**config.mk**
```make
export PLATFORM = sky130hd
export DESIGN_NAME = pipeline_hazard_ctrl
export DESIGN_NICKNAME = d
export VERILOG_FILES = /design/src/rtl/pipeline_ctrl_pkg.sv /design/src/rtl/hazard_addr_cmp.sv /design/src/rtl/pipeline_hazard_ctrl.sv
export SDC_FILE = /design/constraint.sdc
export NUM_CORES = 1
export LEC_CHECK = 0
export BUFFER_PORTS_ARGS = -buffer_cell sky130_fd_sc_hd__buf_2
export CAP_MARGIN = 25
export CORE_MARGIN = 1.5
export CORE_UTILIZATION = 40
export DETAILED_ROUTE_END_ITERATION = 10
export GPL_TIMING_DRIVEN = 0
export PLACE_DENSITY = 0.72
export SLEW_MARGIN = 20
export SYNTH_ARGS = -nofsm -noshare
export SYNTH_HDL_FRONTEND = slang
export SYNTH_SLANG_ARGS = --single-unit
export TNS_END_PERCENT = 10
```
**constraint.sdc**
```tcl
create_clock -name clk -period 2.16 [get_ports clk]
set_clock_uncertainty 0.05 [all_clocks]
set_input_delay 0.108 -clock clk [delete_from_list [all_inputs] [get_ports clk]]
set_output_delay 0.108 -clock clk [all_outputs]
set_load 0.02 [all_outputs]
```
**src/rtl/pipeline_ctrl_pkg.sv**
```systemverilog
// pipeline_ctrl_pkg: shared FSM state and forward-select encodings for the hazard controller.
//   state_t        : RUN / LOAD_STALL / MEM_WAIT
//   FWD_*          : 2-bit EX operand mux selects
//   fwd_pick()     : EX/MEM beats MEM/WB beats register file
package pipeline_ctrl_pkg;

    typedef enum logic [1:0] {
        ST_RUN        = 2'd0,
        ST_LOAD_STALL = 2'd1,
        ST_MEM_WAIT   = 2'd2
    } state_t;

    localparam logic [1:0] FWD_RF    = 2'b00;
    localparam logic [1:0] FWD_EXMEM = 2'b01;
    localparam logic [1:0] FWD_MEMWB = 2'b10;

    function automatic logic [1:0] fwd_pick(input logic ex_hit, input logic mem_hit);
        return ex_hit ? FWD_EXMEM : mem_hit ? FWD_MEMWB : FWD_RF;
    endfunction

endpackage

```
**src/rtl/hazard_addr_cmp.sv**
```systemverilog
// hazard_addr_cmp: register address match that never fires on register 0.
//   i_a, i_b : addresses to compare
//   o_match  : 1 when i_a == i_b and the address is nonzero
module hazard_addr_cmp #(
    parameter int W = 5
) (
    input  logic [W-1:0] i_a,
    input  logic [W-1:0] i_b,
    output logic         o_match
);
    assign o_match = (i_a == i_b) && (|i_a);
endmodule

```
**src/rtl/pipeline_hazard_ctrl.sv**
```systemverilog
// pipeline_hazard_ctrl: stall/flush/forwarding control for a 5-stage pipeline.
//   inputs : ID sources (id_rs/rt_addr, id_rs/rt_used), EX destination (ex_rd_addr,
//            ex_reg_wr_ena, ex_mem_rd), MEM destination (mem_rd_addr, mem_reg_wr_ena),
//            branch_taken, mem_stall_req
//   outputs: stage enables (pc/if_id/id_ex_wr_ena), if_id_flush, id_ex_bubble,
//            registered forward selects fwd_a/b_sel, saturating stall_cnt
module pipeline_hazard_ctrl
    import pipeline_ctrl_pkg::*;
#(
    parameter int REG_ADDR_WIDTH = 5,
    parameter int CNT_WIDTH      = 16
) (
    input  logic                      clk,
    input  logic                      rst_n,
    input  logic [REG_ADDR_WIDTH-1:0] id_rs_addr,
    input  logic [REG_ADDR_WIDTH-1:0] id_rt_addr,
    input  logic                      id_rs_used,
    input  logic                      id_rt_used,
    input  logic [REG_ADDR_WIDTH-1:0] ex_rd_addr,
    input  logic                      ex_reg_wr_ena,
    input  logic                      ex_mem_rd,
    input  logic [REG_ADDR_WIDTH-1:0] mem_rd_addr,
    input  logic                      mem_reg_wr_ena,
    input  logic                      branch_taken,
    input  logic                      mem_stall_req,
    output logic                      pc_wr_ena,
    output logic                      if_id_wr_ena,
    output logic                      id_ex_wr_ena,
    output logic                      if_id_flush,
    output logic                      id_ex_bubble,
    output logic [1:0]                fwd_a_sel,
    output logic [1:0]                fwd_b_sel,
    output logic [CNT_WIDTH-1:0]      stall_cnt
);

    state_t               r_state;
    state_t               w_state_nxt;
    logic [1:0]           r_fwd_a;
    logic [1:0]           r_fwd_b;
    logic [CNT_WIDTH-1:0] r_stall_cnt;
    logic                 w_rs_ex;
    logic                 w_rt_ex;
    logic                 w_rs_mem;
    logic                 w_rt_mem;
    logic                 w_load_use;
    logic [1:0]           w_fwd_a;
    logic [1:0]           w_fwd_b;

    hazard_addr_cmp #(.W(REG_ADDR_WIDTH)) u_cmp_rs_ex  (.i_a(id_rs_addr), .i_b(ex_rd_addr),  .o_match(w_rs_ex));
    hazard_addr_cmp #(.W(REG_ADDR_WIDTH)) u_cmp_rt_ex  (.i_a(id_rt_addr), .i_b(ex_rd_addr),  .o_match(w_rt_ex));
    hazard_addr_cmp #(.W(REG_ADDR_WIDTH)) u_cmp_rs_mem (.i_a(id_rs_addr), .i_b(mem_rd_addr), .o_match(w_rs_mem));
    hazard_addr_cmp #(.W(REG_ADDR_WIDTH)) u_cmp_rt_mem (.i_a(id_rt_addr), .i_b(mem_rd_addr), .o_match(w_rt_mem));

    // Comparators already reject register 0, which also covers ex_rd_addr != 0.
    assign w_load_use = ex_mem_rd && ex_reg_wr_ena &&
                        ((id_rs_used && w_rs_ex) || (id_rt_used && w_rt_ex));

    // A load result is not ready in EX/MEM, so only ALU writes forward from EX.
    assign w_fwd_a = fwd_pick(id_rs_used && w_rs_ex && ex_reg_wr_ena && !ex_mem_rd,
                              id_rs_used && w_rs_mem && mem_reg_wr_ena);
    assign w_fwd_b = fwd_pick(id_rt_used && w_rt_ex && ex_reg_wr_ena && !ex_mem_rd,
                              id_rt_used && w_rt_mem && mem_reg_wr_ena);

    always_ff @(posedge clk or negedge rst_n) begin
        if (!rst_n) begin
            r_state <= ST_RUN;
        end else begin
            r_state <= w_state_nxt;
        end
    end

    // MEM_WAIT behaves like RUN once mem_stall_req drops, so a pending branch
    // is flushed on the first released cycle. LOAD_STALL ignores the hazard
    // so the stall lasts exactly one cycle.
    always_comb begin
        w_state_nxt  = ST_RUN;
        pc_wr_ena    = 1'b1;
        if_id_wr_ena = 1'b1;
        id_ex_wr_ena = 1'b1;
        if_id_flush  = 1'b0;
        id_ex_bubble = 1'b0;
        if (!rst_n) begin
            pc_wr_ena    = 1'b0;
            if_id_wr_ena = 1'b0;
            id_ex_wr_ena = 1'b0;
            id_ex_bubble = 1'b1;
        end else if (mem_stall_req) begin
            pc_wr_ena    = 1'b0;
            if_id_wr_ena = 1'b0;
            id_ex_wr_ena = 1'b0;
            w_state_nxt  = ST_MEM_WAIT;
        end else if (branch_taken) begin
            if_id_flush  = 1'b1;
            id_ex_bubble = 1'b1;
        end else if (w_load_use && r_state != ST_LOAD_STALL) begin
            pc_wr_ena    = 1'b0;
            if_id_wr_ena = 1'b0;
            id_ex_bubble = 1'b1;
            w_state_nxt  = ST_LOAD_STALL;
        end
    end

    always_ff @(posedge clk or negedge rst_n) begin
        if (!rst_n) begin
            r_fwd_a <= FWD_RF;
            r_fwd_b <= FWD_RF;
        end else if (id_ex_bubble) begin
            r_fwd_a <= FWD_RF;
            r_fwd_b <= FWD_RF;
        end else if (id_ex_wr_ena) begin
            r_fwd_a <= w_fwd_a;
            r_fwd_b <= w_fwd_b;
        end
    end

    always_ff @(posedge clk or negedge rst_n) begin
        if (!rst_n) begin
            r_stall_cnt <= '0;
        end else if (!pc_wr_ena && r_stall_cnt != '1) begin
            r_stall_cnt <= r_stall_cnt + 1'b1;
        end
    end

    assign fwd_a_sel = r_fwd_a;
    assign fwd_b_sel = r_fwd_b;
    assign stall_cnt = r_stall_cnt;

endmodule

```
==> out/summary.txt, run 1 <==
status -> finished clean
Final WS setup -> 0.126 ns
Post-CTS Setup Bufs -> 0
total CTS buffers -> 3
final hold viol count -> 0
Port-buffer cells -> 53
clock group share of total power -> 21.3%
initial antenna violation count -> 0
cells after synthesis -> 136
R2R setup slack -> 0.13 ns
P_sw -> 558 uW
WHS -> 0.0855 ns
worst reg-to-reg path cell count -> 6
Initial DRC Count -> 33
post-synth top area share -> 38.6%
met2 usage in global routing -> 26.2%
# nets final -> 226
most frequent cells in the layout -> buf_2 (55), dfrtp_1 (22), xnor2_1 (21)
worst skew pair latency -> 0.31 ns
Sw Share -> 37.9%
vias in the first global route -> 1185
sequential share of the synthesized area -> 38.6%
dpl cells -> 235
max-cap viol count -> 0
Final Max Tran Viols -> 0
IO Pins -> 54
r2r startpoint -> stall_cnt[0]
Power Density -> 805 nW/um^2
H-Tree Depth -> 1
period utilisation layout -> 94.1%
Worst VDD drop -> 0.561 mV
CTS Sinks -> 22
grt total ovfl -> 0
Yosys top cell by area -> dfrtp_1
pin count of the biggest net entering global routing -> 23
Post-Syn Area -> 1430 sq um
DRC Markers -> 0
CP endpoint kind -> register
vias -> 1222
DPL Wire Length -> 2.37 mm
top post-synthesis cells by area -> dfrtp_1 (39%), xnor2_1 (13%), xor2_1 (8.6%)
Longest Clk Path Bufs -> 2
met3 Use GR -> 5.05%
Main synth FF type -> dfrtp_1
Final TNS setup -> 0 ns
fin crit period -> 2.03 ns
total power -> 1.47 mW
critical path launch point type -> register
Post-DP Area -> 1750 sq um
Comb pwr share -> 37.3%
die area -> 3930 sq um
Util after Layout -> 54.0%
dpl ws -> 0.0460 ns
global-route wire length before repair -> 5.15 mm
endpoints failing setup -> 0
CTS root buf -> clkbuf_4
share of layout cells above drive strength 1 -> 36.4%
CP Data Required Time -> 2.32 ns
CP Launch Point -> stall_cnt[0]
Mean Syn Cell Area -> 10.5 sq um
met1 usage -> 21.6%
CP Max Fanout -> 7
Post-synth EDFFs -> 0
DR pass1 iterations -> 4
CP Capture Point -> stall_cnt[1]
detailed-route wire length per cell -> 12.6 um
Clock transition at path regs -> 0.13 ns
net count after synthesis -> 166
die width -> 62.7 um
# rows -> 21
Syn. warnings -> 0
Crit Path Class -> reg2reg
Total GRT Usage -> 16.3%
Initial Util -> 42.0%
design area -> 1830 sq um
GRT Max-Usage Layer -> met2
ANT nets after route -> 0
RSZ-0062 raised after global routing -> false
Routability Congestion -> 0.769
Layout area overhead -> 28.4%
leakage power -> 0.806 nW
r2r endpoint -> stall_cnt[1]
#FFs+latches synth -> 22
Worst Hold Class -> in2reg
Core ar. -> 3390 sq um
final wirelength -> 3.03 mm
Via-to-Cell Ratio -> 5.07
Yosys cell types -> 35
part of the power in registers -> 41.5%
Arr. time, crit path -> 2.19 ns
maximum clock frequency -> 492 MHz
Die Y -> 62.7 um
Slew HR -> 67.6%
fin cells -> 241
Int Pwr -> 915 uW
Worst Tran Pin Value -> 0.486 ns
Async S/R FF share, synth -> 100%
TritonCTS clock tree -> yes
Inserted Diodes -> 0
commonest non-fill, non-tap cell in the layout -> buf_2
## kinds of logic after synthesis
family                   count (synthesis)  synth area share, %
flip-flops                              22                 38.6
buffers and inverters                    9                 2.72
AO/OA/AOI/OAI                           26                 17.1
XOR/XNOR                                35                 21.5
AND/OR/NAND/NOR                         42                 18.3
adder cells (fa/ha/maj)                  1                0.878
multiplexers                             1                0.790
## Yosys cell counts, drive strengths merged, types with 4 or more instances
cell,n
dfrtp,22
a2111oi,4
xnor2,21
and3,5
nor2,6
o2111ai,4
a211oi,4
inv,5
xor2,14
nor4,4
o21ai,4
nand2,5
nand3,9
## worst min-delay path by stage
stage	startpoint	to	slack, ns	cells after the start
final	mem_stall_req	r_state[1]	0.09	3
after global routing	mem_stall_req	r_state[1]	0.10	3
after CTS	rst_n	fwd_a_sel[0]	0.05	2
after detailed placement	rst_n	stall_cnt[10]	0.07	1
after global placement	rst_n	stall_cnt[10]	0.08	1
after floorplan	rst_n	fwd_a_sel[0]	-0.24	0
## worst max-delay path: stages, from the launching register on
cell     delay, ns
dfrtp_1       0.44
ha_1          0.19
nand3_1       0.21
nor2_2        0.27
nand3_1       0.26
o21ai_2       0.16
mux2_1        0.34
## power by group through the flow
stage	Sequential [mW]	Clock (mW)	Combinational [mW]
final	0.611	0.313	0.549
after global routing	0.634	0.335	0.604
after CTS	0.615	0.324	0.549
after detailed placement	0.621	0	0.544
after global placement	0.623	0	0.534
after floorplan	0.727	0	0.239
## what timing repair did
item | 4_1_cts | 5_1_grt
endpoints found under the hold margin | 22 | 22
endpoints found under the setup margin | 0 | 2
resized for setup | 0 | 2
hold buffers | 1 | 1
## sequential cells by signal, indices dropped and copies added (netlist names)
| register | flops |
|---|---|
| stall_cnt | 16 |
| fwd_a_sel | 2 |
| fwd_b_sel | 2 |
| r_state | 2 |
## area by class of cell
type,instances,area [sq um]
Inverter,6,22.5
Timing Repair Buffer,55,280
Fill cell,340,1560
Clock inverter,1,30.0
Sequential cell,22,551
Clock buffer,3,22.5
Multi-Input combinational cell,105,851
Buffer,3,16.3
Tap cell,46,57.6
## layer usage
metal | routed length [um] | share of wire [%]
met1 | 1450 | 48
met4 | 22 | 0.73
met5 | 0 | 0
met3 | 201 | 6.6
met2 | 1360 | 45
(Power assumes the default switching activity.)
==> run 2, diff against run 1 <==
==> constraint.sdc (replaced) <==
create_clock -name clk -period 2.16 [get_ports clk]
set_clock_uncertainty 0.05 [all_clocks]
set_input_delay 0.108 -clock clk [delete_from_list [all_inputs] [get_ports clk]]
set_output_delay 0.108 -clock clk [all_outputs]
set_load 0.005 [all_outputs]
==> run 2 against run 1 <==
Compared with the run above: sequential cell count is the same; critical path type unchanged; sequential share of layout area about the same; count of clock-buffer cells in the layout unchanged; final cell count shrank 0.41%; first-iteration DRC count increased by 27%; critical path depth unchanged; via count shrank 0.82%; register-to-register slack about the same; fmax is 0.40% lower.
==> out/summary.txt, run 2 (synthesized netlist as in run 1, its figures left out) <==
Inserted Diodes -> 0 (unchanged)
Final WS setup -> 0.118 ns (was 0.126 ns)
endpoints failing setup -> 0 (unchanged)
share of layout cells above drive strength 1 -> 36.1% (was 36.4%)
# rows -> 21 (unchanged)
r2r startpoint -> stall_cnt[0] (unchanged)
CP Max Fanout -> 7 (unchanged)
most frequent cells in the layout -> buf_2 (53), dfrtp_1 (22), xnor2_1 (21) (was buf_2 (55), dfrtp_1 (22), xnor2_1 (21))
Core ar. -> 3390 sq um (unchanged)
Post-DP Area -> 1750 sq um (unchanged)
Final Max Tran Viols -> 0 (unchanged)
leakage power -> 0.802 nW (was 0.806 nW)
max-cap viol count -> 0 (unchanged)
number of flip-flops in the largest register -> 16 (unchanged)
fin crit period -> 2.04 ns (was 2.03 ns)
Initial DRC Count -> 42 (was 33)
dpl ws -> 0.0460 ns (unchanged)
Routability Congestion -> 0.769 (unchanged)
fin cells -> 240 (was 241)
Post-CTS Setup Bufs -> 0 (unchanged)
Via-to-Cell Ratio -> 5.05 (was 5.07)
detailed-route wire length per cell -> 12.5 um (was 12.6 um)
vias in the first global route -> 1184 (was 1185)
die width -> 62.7 um (unchanged)
total CTS buffers -> 3 (unchanged)
Crit Path Class -> reg2reg (unchanged)
Initial Util -> 42.0% (unchanged)
ANT nets after route -> 0 (unchanged)
critical path launch point type -> register (unchanged)
CP Data Required Time -> 2.32 ns (about the same)
RSZ-0062 raised after global routing -> false (unchanged)
Slew HR -> 69.4% (was 67.6%)
Worst Hold Class -> in2reg (unchanged)
vias -> 1212 (was 1222)
Clock transition at path regs -> 0.13 ns (about the same)
initial antenna violation count -> 0 (unchanged)
Total GRT Usage -> 16.0% (was 16.3%)
pin count of the biggest net entering global routing -> 28 (was 23)
WHS -> 0.0842 ns (was 0.0855 ns)
dpl cells -> 235 (unchanged)
# nets final -> 225 (was 226)
die area -> 3930 sq um (unchanged)
TritonCTS clock tree -> yes (unchanged)
global-route wire length before repair -> 5.09 mm (was 5.15 mm)
Die Y -> 62.7 um (unchanged)
DPL Wire Length -> 2.37 mm (unchanged)
DRC Markers -> 0 (unchanged)
Worst VDD drop -> 0.556 mV (was 0.561 mV)
Hold Startpoint -> mem_stall_req (unchanged)
commonest non-fill, non-tap cell in the layout -> buf_2 (unchanged)
worst skew pair latency -> 0.31 ns (about the same)
CP Launch Point -> stall_cnt[0] (unchanged)
Longest Clk Path Bufs -> 2 (unchanged)
design area -> 1830 sq um (about the same)
final wirelength -> 2.99 mm (was 3.03 mm)
CP endpoint kind -> register (unchanged)
Arr. time, crit path -> 2.20 ns (was 2.19 ns)
grt total ovfl -> 0 (unchanged)
Worst Tran Pin Value -> 0.456 ns (was 0.486 ns)
period utilisation layout -> 94.5% (was 94.1%)
final hold viol count -> 0 (unchanged)
Power Density -> 742 nW/um^2 (was 805 nW/um^2)
CTS root buf -> clkbuf_4 (unchanged)
status -> finished clean (unchanged)
H-Tree Depth -> 1 (unchanged)
Layout area overhead -> 28.3% (was 28.4%)
Port-buffer cells -> 53 (unchanged)
IO Pins -> 54 (unchanged)
CTS Sinks -> 22 (unchanged)
maximum clock frequency -> 490 MHz (was 492 MHz)
DR pass1 iterations -> 3 (was 4)
Final TNS setup -> 0 ns (unchanged)
[run 2: what timing repair did]
| item | 4_1_cts | 5_1_grt |
|---|---|---|
| hold endpoints to repair | 22 | 0 |
| hold buffers | 1 | 0 |
| endpoints found under the setup margin | 0 | 3 |
| gates resized for setup | 0 | 3 |
[run 2: routing by layer]
metal	GRT usage (%)	wire [um]
met2	25.8	1340
met4	3.33	22
met3	5.05	201
met1	21.2	1430
met5	0	0
[run 2: worst max-delay path: stages, from the launching register on]
cell and delay [ns]:
dfrtp_1 0.45, ha_1 0.20, nand3_1 0.22, nor2_2 0.27, nand3_1 0.26, o21ai_2 0.16, mux2_1 0.34
[run 2: path summary, 6_finish.rpt]
path,endpoint,slack [ns],cells past startpoint
worst max-delay path,stall_cnt[1],0.12,6
worst min-delay path,r_state[1],0.08,3
worst max register to register,stall_cnt[1],0.12,6
worst min register to register,stall_cnt[11],0.44,1
max in group asynchronous,stall_cnt[8],1.60,2
min in group asynchronous,stall_cnt[10],0.19,2
[run 2: per-stage QoR]
| stage | power, mW | utilization [%] |
|---|---|---|
| floorplan | 0.855 | - |
| global placement | 1.04 | 51.6 |
| detailed placement | 1.05 | 51.6 |
| CTS | 1.37 | 53.4 |
| global route | 1.46 | 53.9 |
| finish | 1.36 | 53.9 |
[run 2: power breakdown]
part           internal, mW  switching (mW)  leakage (nW)
registers             0.508           0.105         0.276
logic                 0.217           0.215         0.499
clock network         0.188           0.125        0.0279
[run 2: cell type report]
| class | count | area [sq um] |
|---|---|---|
| timing repair buffer | 54 | 278 |
| tap | 46 | 57.6 |
| clock inverter | 1 | 30.0 |
| inverter | 6 | 22.5 |
| clock buffer | 3 | 22.5 |
| sequential | 22 | 551 |
| fill | 339 | 1560 |
| multi-input combinational | 105 | 851 |
| buffer | 3 | 16.3 |
